===== src/rtl/fifo_sched_pkg.sv =====
// Shared types and helpers for the FIFO read-port scheduler.
//   state_t    : scheduler FSM states
//   owner_id_t : container for a consumer index (up to MAX_NREQ consumers)
//   onehot()   : consumer index -> one-hot vector, truncated by the caller
package fifo_sched_pkg;

  localparam int unsigned MAX_ID_W = 6;
  localparam int unsigned MAX_NREQ = 64;

  typedef enum logic {
    IDLE  = 1'b0,
    BURST = 1'b1
  } state_t;

  typedef logic [MAX_ID_W-1:0] owner_id_t;

  // One-hot decode of a consumer index.
  function automatic logic [MAX_NREQ-1:0] onehot(input owner_id_t id);
    return MAX_NREQ'(1) << id;
  endfunction

endpackage


===== src/rtl/rr_arbiter.sv =====
// Combinational round-robin pick among read requesters.
// Ports:
//   req       in  NREQ  per-consumer request
//   rr_last   in  ID_W  index of the previous winner
//   winner    out ID_W  first requester found scanning rr_last+1, rr_last+2, ... (mod NREQ)
//   any_valid out 1     at least one request is set
module rr_arbiter #(
  parameter int unsigned NREQ = 4,
  parameter int unsigned ID_W = $clog2(NREQ)
) (
  input  logic [NREQ-1:0] req,
  input  logic [ID_W-1:0] rr_last,
  output logic [ID_W-1:0] winner,
  output logic            any_valid
);

  // Scan starts one past the last winner so the previous owner has lowest priority.
  always_comb begin
    int unsigned idx;
    idx       = 0;
    winner    = '0;
    any_valid = 1'b0;
    for (int unsigned i = 1; i <= NREQ; i++) begin
      idx = (32'(rr_last) + i) % NREQ;
      if (!any_valid && req[ID_W'(idx)]) begin
        winner    = ID_W'(idx);
        any_valid = 1'b1;
      end
    end
  end

endmodule


===== src/rtl/fifo_read_sched.sv =====
// Read-side scheduler for a shared FIFO read port: round-robin grants with bounded
// bursts, drives the read enable and routes returned RAM data to its consumer.
// Ports:
//   CLK        in  1       clock, rising edge
//   RST        in  1       asynchronous active-high reset
//   REQ        in  NREQ    per-consumer level request
//   EMPTY_FLAG in  1       FIFO empty
//   RD_DATA    in  DATA_W  RAM data, valid the cycle after INC
//   INC        out 1       read enable (combinational from state and inputs)
//   GNT        out NREQ    one-hot current owner, 0 when idle
//   DOUT       out DATA_W  registered read data
//   DVALID     out NREQ    one-hot DOUT qualifier, one cycle per word
module fifo_read_sched
  import fifo_sched_pkg::*;
#(
  parameter int unsigned NREQ      = 4,
  parameter int unsigned DATA_W    = 8,
  parameter int unsigned MAX_BURST = 4
) (
  input  logic              CLK,
  input  logic              RST,
  input  logic [NREQ-1:0]   REQ,
  input  logic              EMPTY_FLAG,
  input  logic [DATA_W-1:0] RD_DATA,
  output logic              INC,
  output logic [NREQ-1:0]   GNT,
  output logic [DATA_W-1:0] DOUT,
  output logic [NREQ-1:0]   DVALID
);

  localparam int unsigned ID_W  = $clog2(NREQ);
  localparam int unsigned CNT_W = $clog2(MAX_BURST + 1);

  state_t            state;
  logic [ID_W-1:0]   owner;
  logic [ID_W-1:0]   rr_last;
  logic [CNT_W-1:0]  cnt;
  logic [ID_W-1:0]   winner;
  logic              any_valid;
  logic              owner_req;
  logic              last_read;
  logic              rd_v;
  logic [ID_W-1:0]   rd_owner;

  rr_arbiter #(
    .NREQ (NREQ),
    .ID_W (ID_W)
  ) u_arb (
    .req       (REQ),
    .rr_last   (rr_last),
    .winner    (winner),
    .any_valid (any_valid)
  );

  assign owner_req = REQ[owner];
  assign last_read = (cnt == CNT_W'(MAX_BURST - 1));

  // Read only for a live owner with data available and burst budget left.
  assign INC = (state == BURST) && owner_req && !EMPTY_FLAG && (cnt < CNT_W'(MAX_BURST));

  // Grant FSM: every burst ends in IDLE, so re-arbitration costs one bubble cycle.
  always_ff @(posedge CLK or posedge RST) begin
    if (RST) begin
      state   <= IDLE;
      GNT     <= '0;
      owner   <= '0;
      cnt     <= '0;
      rr_last <= ID_W'(NREQ - 1);
    end else begin
      case (state)
        IDLE: begin
          if (any_valid && !EMPTY_FLAG) begin
            state   <= BURST;
            owner   <= winner;
            rr_last <= winner;
            GNT     <= NREQ'(onehot(owner_id_t'(winner)));
            cnt     <= '0;
          end
        end
        BURST: begin
          if (INC) begin
            cnt <= cnt + CNT_W'(1);
          end
          if ((INC && last_read) || !owner_req || EMPTY_FLAG) begin
            state <= IDLE;
            GNT   <= '0;
          end
        end
        default: begin
          state <= IDLE;
          GNT   <= '0;
        end
      endcase
    end
  end

  // Return path: the owner id travels with each read so words in flight still
  // reach their consumer after the grant moves on.
  always_ff @(posedge CLK or posedge RST) begin
    if (RST) begin
      rd_v     <= 1'b0;
      rd_owner <= '0;
      DOUT     <= '0;
      DVALID   <= '0;
    end else begin
      rd_v     <= INC;
      rd_owner <= owner;
      DVALID   <= rd_v ? NREQ'(onehot(owner_id_t'(rd_owner))) : '0;
      if (rd_v) begin
        DOUT <= RD_DATA;
      end
    end
  end

endmodule

===== config.mk =====
export PLATFORM = sky130hd
export DESIGN_NAME = fifo_read_sched
export DESIGN_NICKNAME = d
export VERILOG_FILES = /design/src/rtl/fifo_sched_pkg.sv /design/src/rtl/rr_arbiter.sv /design/src/rtl/fifo_read_sched.sv
export SDC_FILE = /design/constraint.sdc
export NUM_CORES = 1
export LEC_CHECK = 0
export BUFFER_PORTS_ARGS = -buffer_cell sky130_fd_sc_hd__buf_2
export CORE_ASPECT_RATIO = 1.2
export CORE_MARGIN = 2
export CORE_UTILIZATION = 40
export DETAILED_ROUTE_END_ITERATION = 10
export MAX_ROUTING_LAYER = met4
export PLACE_DENSITY = 0.74
export SLEW_MARGIN = 20
export SYNTH_ARGS = -nofsm -noshare
export SYNTH_HDL_FRONTEND = slang
export SYNTH_SLANG_ARGS = --single-unit

===== constraint.sdc =====
create_clock -name CLK -period 1.75 [get_ports CLK]
set_clock_uncertainty 0.2 [all_clocks]
set_input_delay 0.2625 -clock CLK [delete_from_list [all_inputs] [get_ports CLK]]
set_output_delay 0.2625 -clock CLK [all_outputs]
set_load 0.01 [all_outputs]

==> results.md <==
* IR drop worst, VDD at approximately 0.0006 V
* Post-route DRC at 0
* Share of post-route cells with drive strength above 1 at slightly below 40%
* Post-Route Utilization at around 54%
* CP Capture Type: primary output
* Failing checks: setup timing
* Vias per cell at 5.145
* Initial Util at 41.86%
* # diodes at 0
* Area Overhead vs Synth at 29.90%
* Dpl cell area at 1359 sq um
* Ys flop type: dfrtp_1
* WHS at between 0.15 and 0.2 ns
* Total GRT Usage at 15.55%
* Ys Warns at 0
* Status: complete, but fails checks
* Most common cell after layout, fill and taps aside: buf_2
* Critical path's top delay family: multiplexers
* Final WS setup at -0.2395 ns
* Max FO, Critical Path at 2
* Port-buffer cells at 31
* Pwr/cell area at approximately 1300 nW/um^2
* Row Count at 21
* Max_cap viols at 0
* First-pass GRT wire length at about 3.8 mm
* Hold/Removal Path Class: primary input to register
* Syn Inst Count at slightly above 90
* Detailed placer's ending HPWL at ~1.6 mm
* Clock latency on the worst-skew pair at 0.32 ns
* Register bit total from synthesis at 27
* Placer congestion estimate at ~0.8
* Seq/Total Area, Yosys at around three fifths
* Most frequent cells in the layout: buf_2, dfrtp_1, dlygate4sd3_1
* Drt pass-1 iters at 4
* Chip Height at approximately 63 um
* Final min period at 1.990 ns
* Core area at ~2800 sq um
* Reg clk slew, reported paths at about 0.14 ns
* Largest net degree at the start of global routing at 28
* ANT nets after route at 0
* Number of global-route vias before repair at roughly 950
* Die width at between 50 and 60 um
* Final wirelength at roughly 2.3 mm
* Syn Std Cell Area at 1155 sq um
* Crit-path max cell delay at about 0.52 ns
* CTS Buf Count at 3
* Layout Nets at 156
* Startpoint Class: register
* Endpoints failing hold at 0
* Drt wl/cell at 13.19 um
* Clock buffer depth at 2
* Period utilization at 113.7%
* Filler Cell Count at 230
* Slowest-stage cell, CP: mux4_2
* CP bufs+invs at 1
* Number of antenna violations at the first check in global routing at 0
* Max Clk Rate at approximately 500 MHz
* EDFF count, synth at 0
* DRT iter0 DRCs at 9
* WP data required at about 1.3 ns
* Post-layout instance area at about 1500 sq um
* Crit path cell chain: mux4_2 -> nor4b_4 -> buf_2
* Fin. max-slew vios at 0
* Via Count at 885
* CTS H-tree depth at 1
* Die Footprint at 3335 sq um
* Post-Syn Area per Cell at 12.69 sq um
* Least-Margin Pin Slew at between 0.6 and 0.7 ns
* Setup CP Type: register to primary output
* Critical Path AT at around 1.5 ns
* Grt ovf at 0
* Clock Sinks at 27
* CTS tree: yes
* Post-synth ARST share at 100.0%
* Final setup violation count at 3
* Synth cell types at 34
* Fin Setup TNS at -0.2499 ns
* Root Driver: clkbuf_4
* R2R setup slack at -0.01 ns
* RSZ-0062 raised after global routing: yes
* I/O pin count at 32
* Slew headroom at 58.41%
* Static Leak at 0.0007229 uW
* Mapped Nets at 108
## timing repair
item	CTS	global route
gates resized for setup	0	2
pin swaps	0	0
hold buffers	10	0
hold endpoints to repair	34	0
buffers inserted	1	1
setup endpoints to repair	1	8
## stage by stage
step	power, uW	worst slack, ns	cells
2_1_floorplan	1354	0.1650	91
3_3_place_gp	1562	0.03406	156
3_5_place_dp	1604	0.0001151	156
4_1_cts	1885	-0.2749	171
5_1_grt	2021	-0.3379	172
6_report	1880	-0.2395	172
## area by class of cell
type                       count  area, sq um  area share, %
inverter                       4        15.01          1.001
multi-input combinational     58        452.9          30.19
tap                           34        42.54          2.836
timing repair buffer          45        285.3          19.02
clock buffer                   4        26.28          1.751
sequential                    27        678.2          45.20
## worst paths after layout
check,startpoint,endpoint,depth (start not counted)
max,owner[1]$_DFFE_PP0P_,INC,3
min,EMPTY_FLAG,rd_v$_DFF_PP0_,3
max reg2reg,owner[1]$_DFFE_PP0P_,GNT[3]$_DFFE_PP0P_,5
min reg2reg,owner[0]$_DFFE_PP0P_,rd_owner[0]$_DFF_PP0_,0
max in group asynchronous,RST,rr_last[1]$_DFFE_PP1P_,4
min in group asynchronous,RST,DOUT[3]$_DFFE_PP0P_,4
## worst register-to-register path, cell delays in order, from the launching register on
cell and delay [ns]:
dfrtp_1 0.39, mux4_2 0.52, buf_4 0.15, o21ai_2 0.07, o31ai_2 0.11, a32o_1 0.22
## cells in the mapped netlist, types with 2 or more instances
master	count	share of area, %
dfstp_2	2	4.6
dfrtp_1	25	54
ha_1	2	2.2
a21o_1	2	1.3
inv_1	4	1.3
o21ai_0	7	3.0
nand3_1	2	0.87
a32o_1	2	1.7
mux2_2	8	7.8
o21a_1	2	1.3
nor2_1	4	1.3
nor3_1	2	0.87
o2bb2ai_1	2	1.5
nor2b_1	2	1.1
nand2_1	6	2.0
## per-layer routing
metal	up-vias	GRT usage, %	wire, um
met3	2	2.392	171
met1	417	17.14	958
li1	423	-	-
met2	43	26.56	1121
met4	0	7.372	15
met5	-	-	0
## sequential cells by signal, summed over array words and instances, names as in the netlist
register and count:
DOUT 8, rr_last 2, state 1, rd_owner 2
rd_v 1, DVALID 4, GNT 4, cnt 3
owner 2
## power breakdown
part	internal [uW]	total, uW	switching (uW)	leakage [uW]
Combinational	344	644	300	0.000369
Sequential	839	977	138	0.000339
Clock	89.2	259	170	0.0000150
## kinds of logic (layout without fill, tap and decap cells)
logic type / Yosys count / count (layout) / synth area share [%]
mux: 10 / 10 / 10.62
compound gates: 20 / 20 / 12.35
simple gates: 26 / 26 / 14.09
fa+ha+maj: 2 / 2 / 2.167
flops: 27 / 27 / 58.72
buf+inv: 6 / 53 / 2.057
Note: power is estimated with default switching activity, not from simulation.
